### src/rtl/dr_pkg.sv
// dr_pkg: shared state encoding and dual-rail code points
package dr_pkg;

    typedef enum logic [1:0] {IDLE, WAIT_DATA, DONE, ERR} state_t;

    // Codes are written {rail_1, rail_0}
    localparam logic [1:0] DR_NULL = 2'b00;
    localparam logic [1:0] DR_ZERO = 2'b01;
    localparam logic [1:0] DR_ONE  = 2'b10;
    localparam logic [1:0] DR_ILL  = 2'b11;

endpackage

### src/rtl/dr_classify.sv
// dr_classify: per-bundle dual-rail completion / spacer / illegal detection
module dr_classify
    import dr_pkg::*;
#(
    parameter int WIDTH = 8
) (
    input  logic [WIDTH-1:0] rail_1,
    input  logic [WIDTH-1:0] rail_0,
    output logic             all_valid,
    output logic             all_null,
    output logic             any_illegal,
    output logic [WIDTH-1:0] value
);

    assign value = rail_1;

    // Fold every bit's code into the three bundle-wide flags
    always_comb begin
        all_valid   = 1'b1;
        all_null    = 1'b1;
        any_illegal = 1'b0;
        for (int i = 0; i < WIDTH; i++) begin
            all_valid   = all_valid & (({rail_1[i], rail_0[i]} == DR_ZERO) | ({rail_1[i], rail_0[i]} == DR_ONE));
            all_null    = all_null & ({rail_1[i], rail_0[i]} == DR_NULL);
            any_illegal = any_illegal | ({rail_1[i], rail_0[i]} == DR_ILL);
        end
    end

endmodule

### src/rtl/dr_completion_ctrl.sv
// dr_completion_ctrl: four-phase go/done completion controller for a dual-rail bundle
module dr_completion_ctrl
    import dr_pkg::*;
#(
    parameter int WIDTH        = 8,
    parameter int REQUIRE_NULL = 1,
    parameter int TIMEOUT      = 255,
    parameter int CNT_W        = 8
) (
    input  logic             clk,
    input  logic             reset,
    input  logic             go,
    input  logic [WIDTH-1:0] data_1,
    input  logic [WIDTH-1:0] data_0,
    output logic             done,
    output logic [WIDTH-1:0] data_out,
    output logic             valid_out,
    output logic             err_illegal,
    output logic             err_timeout,
    output logic             busy,
    output logic [CNT_W-1:0] word_cnt
);

    localparam int TW = (TIMEOUT > 1) ? $clog2(TIMEOUT) : 1;
    localparam logic [TW-1:0] T_LAST = TW'(TIMEOUT - 1);

    state_t           state;
    logic             go_q;
    logic [WIDTH-1:0] d1_q;
    logic [WIDTH-1:0] d0_q;
    logic [TW-1:0]    timer;
    logic             all_valid;
    logic             all_null;
    logic             any_illegal;
    logic [WIDTH-1:0] value;
    logic             expire;
    logic             exit_ok;

    dr_classify #(.WIDTH(WIDTH)) u_classify (
        .rail_1      (d1_q),
        .rail_0      (d0_q),
        .all_valid   (all_valid),
        .all_null    (all_null),
        .any_illegal (any_illegal),
        .value       (value)
    );

    assign expire  = (TIMEOUT != 0) && (timer == T_LAST);
    assign exit_ok = !go_q && (all_null || (REQUIRE_NULL == 0));
    assign busy    = (state != IDLE);

    // Input register, handshake FSM, timer and word counter; timer restarts on every state change
    always_ff @(posedge clk) begin
        if (!reset) begin
            state       <= IDLE;
            go_q        <= 1'b0;
            d1_q        <= '0;
            d0_q        <= '0;
            timer       <= '0;
            done        <= 1'b0;
            data_out    <= '0;
            valid_out   <= 1'b0;
            err_illegal <= 1'b0;
            err_timeout <= 1'b0;
            word_cnt    <= '0;
        end else begin
            go_q      <= go;
            d1_q      <= data_1;
            d0_q      <= data_0;
            valid_out <= 1'b0;
            done      <= 1'b0;
            timer     <= '0;
            case (state)
                IDLE: state <= go_q ? WAIT_DATA : IDLE;
                WAIT_DATA: begin
                    if (any_illegal) begin
                        state       <= ERR;
                        err_illegal <= 1'b1;
                    end else if (!go_q) begin
                        state <= IDLE;
                    end else if (all_valid) begin
                        state     <= DONE;
                        done      <= 1'b1;
                        valid_out <= 1'b1;
                        data_out  <= value;
                        word_cnt  <= word_cnt + 1'b1;
                    end else if (expire) begin
                        state       <= ERR;
                        err_timeout <= 1'b1;
                    end else begin
                        timer <= timer + 1'b1;
                    end
                end
                DONE: begin
                    if (any_illegal) begin
                        state       <= ERR;
                        err_illegal <= 1'b1;
                    end else if (exit_ok) begin
                        state <= IDLE;
                    end else if (expire) begin
                        state       <= ERR;
                        err_timeout <= 1'b1;
                    end else begin
                        done  <= 1'b1;
                        timer <= timer + 1'b1;
                    end
                end
                ERR: begin
                    if (!go_q && all_null) begin
                        state       <= IDLE;
                        err_illegal <= 1'b0;
                        err_timeout <= 1'b0;
                    end
                end
                default: state <= IDLE;
            endcase
        end
    end

endmodule

### config.mk
export PLATFORM = sky130hd
export DESIGN_NAME = dr_completion_ctrl
export DESIGN_NICKNAME = d
export VERILOG_FILES = /design/src/rtl/dr_pkg.sv /design/src/rtl/dr_classify.sv /design/src/rtl/dr_completion_ctrl.sv
export SDC_FILE = /design/constraint.sdc
export NUM_CORES = 1
export LEC_CHECK = 0
export BUFFER_PORTS_ARGS = -buffer_cell sky130_fd_sc_hd__buf_2
export CORE_MARGIN = 10
export CORE_UTILIZATION = 50
export CTS_CLUSTER_SIZE = 40
export DETAILED_ROUTE_END_ITERATION = 7
export MAX_ROUTING_LAYER = met4
export PLACE_DENSITY = 0.81
export SYNTH_ARGS = -nofsm -noshare
export SYNTH_HDL_FRONTEND = slang
export SYNTH_SLANG_ARGS = --single-unit
### constraint.sdc
create_clock -name clk -period 4.56 [get_ports clk]
set_input_delay 0.912 -clock clk [delete_from_list [all_inputs] [get_ports clk]]
set_output_delay 0.912 -clock clk [all_outputs]
set_load 0.01 [all_outputs]
==> results.toml <==
[synthesis]
synth-edff-count = 0
ys_ff_latch = 47
syn_avg_cell_area_um2 = 9.116
synthDistinctLibCells = 40
seq_area_frac_synth_pct = 43.37
ys.flop_type = "dfxtp_1"
yosysMostFrequentCell = "dfxtp_1"
synth_top_area_cell = "dfxtp_1"
postSynthCellCount = 238
synth_commonest_cells = "47 x dfxtp_1, 26 x nand2_1, 24 x ha_1"
synth_area_um2 = 2170
syn_nets = 281
yosysTopAreaCellShare_pct = 43.37
yosys-top-cells-area = "dfxtp_1 43%, ha_1 14%, and2_1 4.9%"
ys_warn_count = 0
synthArstFlopShare_pct = 0

[sta]
rsz0062_at_grt = "false"
min_period_ps = 2128
tightest_slew_ps = 504.0
fmax_mhz = 469.8
hold_viol = 0
slew_headroom_pct = 66.28
hold-worst-slack_ps = 462.4
skew_ps = 10.15
setup_viol = 0
fin_crit_sh_pct = 46.67
setup_tns_ps = 0
maxSlewViolCount = 0
setup_ws_ps = 2432

[placed_design]
finalWeightedCongestion = 0.9495
io_buffers = 39
dp_slack_ps = 2446
hpwl_um = 3469
placedCellCount = 322

[cells_and_area]
area_delta_synth_final_pct = 16.15
finalNonFillerCells = 330
layout.nets = 322
seqCellArea_um2 = 940.9
multi_input_comb_area_um2 = 1130
drive_above_1_share_pct = 19.29
antenna_cells = 0
fill_cells = 355

[clock_tree]
root_buffer = "clkbuf_8"
cts.repair.resized = 0
hold_buffers = 0
cts.path.max_buffers = 2
clock_sinks = 47
h-tree-depth = 2
cts_setup_buffers = 0
cts_buffers = 5
clkLatencyLatePin_ps = 300
cts_tree = "built"
clk_pin_slew_ps = 90

[floorplanning]
die_area_um2 = 7374
die_w_um = 85.87
die_h_um = 85.87
ios = 40
design.core.area_um2 = 4086
num_rows = 23
start_util_pct = 53.09

[global_route]
grt_max_degree = 25
grt_use_total_pct = 13.15
grt-ovfl-total = 0
grt_pass1_vias = 1766
grt_pass1_wl_um = 7852
antenna_found_initial = 0

[worst_setup_path]
critical_path_depth = 4
cp_max_fo = 5
rr_worst_depth = 7
critPathKind = "reg -> out"
crit_path_top_delay_cell = "dfxtp_1"
endpoint_kind = "output port"
cp_num_buf_inv = 3
crit_family = "flip-flops"
max_stage_delay_ps = 440
critPathRequiredTime_ps = 3650
critPathMostFrequentCell = "inv_1"
cp.arrival_ps = 1220
worstSetupStartpointType = "flip-flop"
crit_chain = "inv_1 > ha_1 > inv_1 > buf_2"

[run_status]
status = "completed"

[power_and_ir_drop]
powerDensity_nw_per_um2 = 310.3
p_total_mw = 0.7819
leakagePower_nw = 1.083
vdd_drop_max_mv = 0.2110

[hold_path]
hold_depth = 2
hp-class = "reg -> reg"

[detailed_routing]
viasPerCell = 5.294
vias = 1747
drt-pass1-iter-count = 5
drc_errors = 0
ant_nets = 0
wirelength_um = 4472
post_drt_wl_per_cell_um = 13.55
drtIter0Drc = 119

[flow_run]
max_cap_violations = 0
## metrics by stage
| stage | instance area (um^2) | utilization, % |
|---|---|---|
| 2_1_floorplan | 2170 | - |
| 3_3_place_gp | 2407 | 58.91 |
| 3_5_place_dp | 2407 | 58.91 |
| 4_1_cts | 2520 | 61.67 |
| 5_1_grt | 2520 | 61.67 |
| 6_report | 2520 | 61.67 |
## final cells by class
cell class	instances	share of cell area (%)
clock inverters	3	1.738
repair buffers	39	7.746
inverters	21	3.128
flip-flops and latches	47	37.34
clock buffers	5	2.731
multi-input cells	165	44.84
well taps	50	2.483
## cell usage in the layout, fill, tap and decap left out, types with 2 or more instances in the layout
cell type  synthesis  final
dfxtp_1           47     47
nor4_1             2      2
a31oi_1            3      3
ha_1              24     24
nor4_2             2      2
o21ai_0            8      8
nand2_1           26     26
nand4_1            6      6
and2_1            17     17
inv_1             20     20
or3_1              3      3
nor2_1            19     19
nor3_1             2      2
clkbuf_8           0      5
a21oi_1           15     15
xnor2_1            4      4
or4_1              2      2
xor2_1             4      4
nand3_1            8      8
o21a_1             3      3
buf_2              1     39
## path summary, 6_finish.rpt
| kind | from | slack [ps] | endpoint |
|---|---|---|---|
| hold reg to reg | data_out[0] | 460 | data_out[0] |
| setup reg to reg | d1_q[0] | 2460 | word_cnt[7] |
| hold / removal | data_out[0] | 460 | data_out[0] |
| setup / recovery | state[1] | 2430 | busy |
## power by group
group | switching [mW] | internal, mW | total [mW]
sequential | 0.00725 | 0.420 | 0.427
clock | 0.136 | 0.163 | 0.299
combinational | 0.0312 | 0.0244 | 0.0556
total | 0.175 | 0.607 | 0.782
## worst reg2reg max path, stage by stage, from the launching register on
cell and delay, ps:
dfxtp_1 370, inv_1 70, ha_1 270, nand4_1 180
nor3_4 370, nand3_4 130, or4_1 510, a21oi_1 140
## layer usage
layer  GRT usage [%]  wire [um]  vias to the layer above
met1           14.92       1991                      808
met4           5.689        108                        0
met5               -          0                        -
met2           20.89       2099                       50
met3           3.974        272                       13
li1                -          -                      876
## logic make-up (layout without fill, tap and decap cells)
| family | Yosys count | in the layout | share of synthesized area [%] |
|---|---|---|---|
| xor+xnor | 8 | 8 | 3.229 |
| fa+ha+maj | 24 | 24 | 13.84 |
| simple gates | 96 | 96 | 23.93 |
| compound gates | 37 | 37 | 11.07 |
| buf+inv | 26 | 68 | 4.556 |
| flops | 47 | 47 | 43.37 |
## state kept, by name, indices dropped and copies added (netlist names)
signal and flops:
go_q 1, err_illegal 1, word_cnt 8, err_timeout 1, state 2, data_out 8
timer 8, done 1, valid_out 1, d0_q 8, d1_q 8
Note: power is estimated with default switching activity, not from simulation.
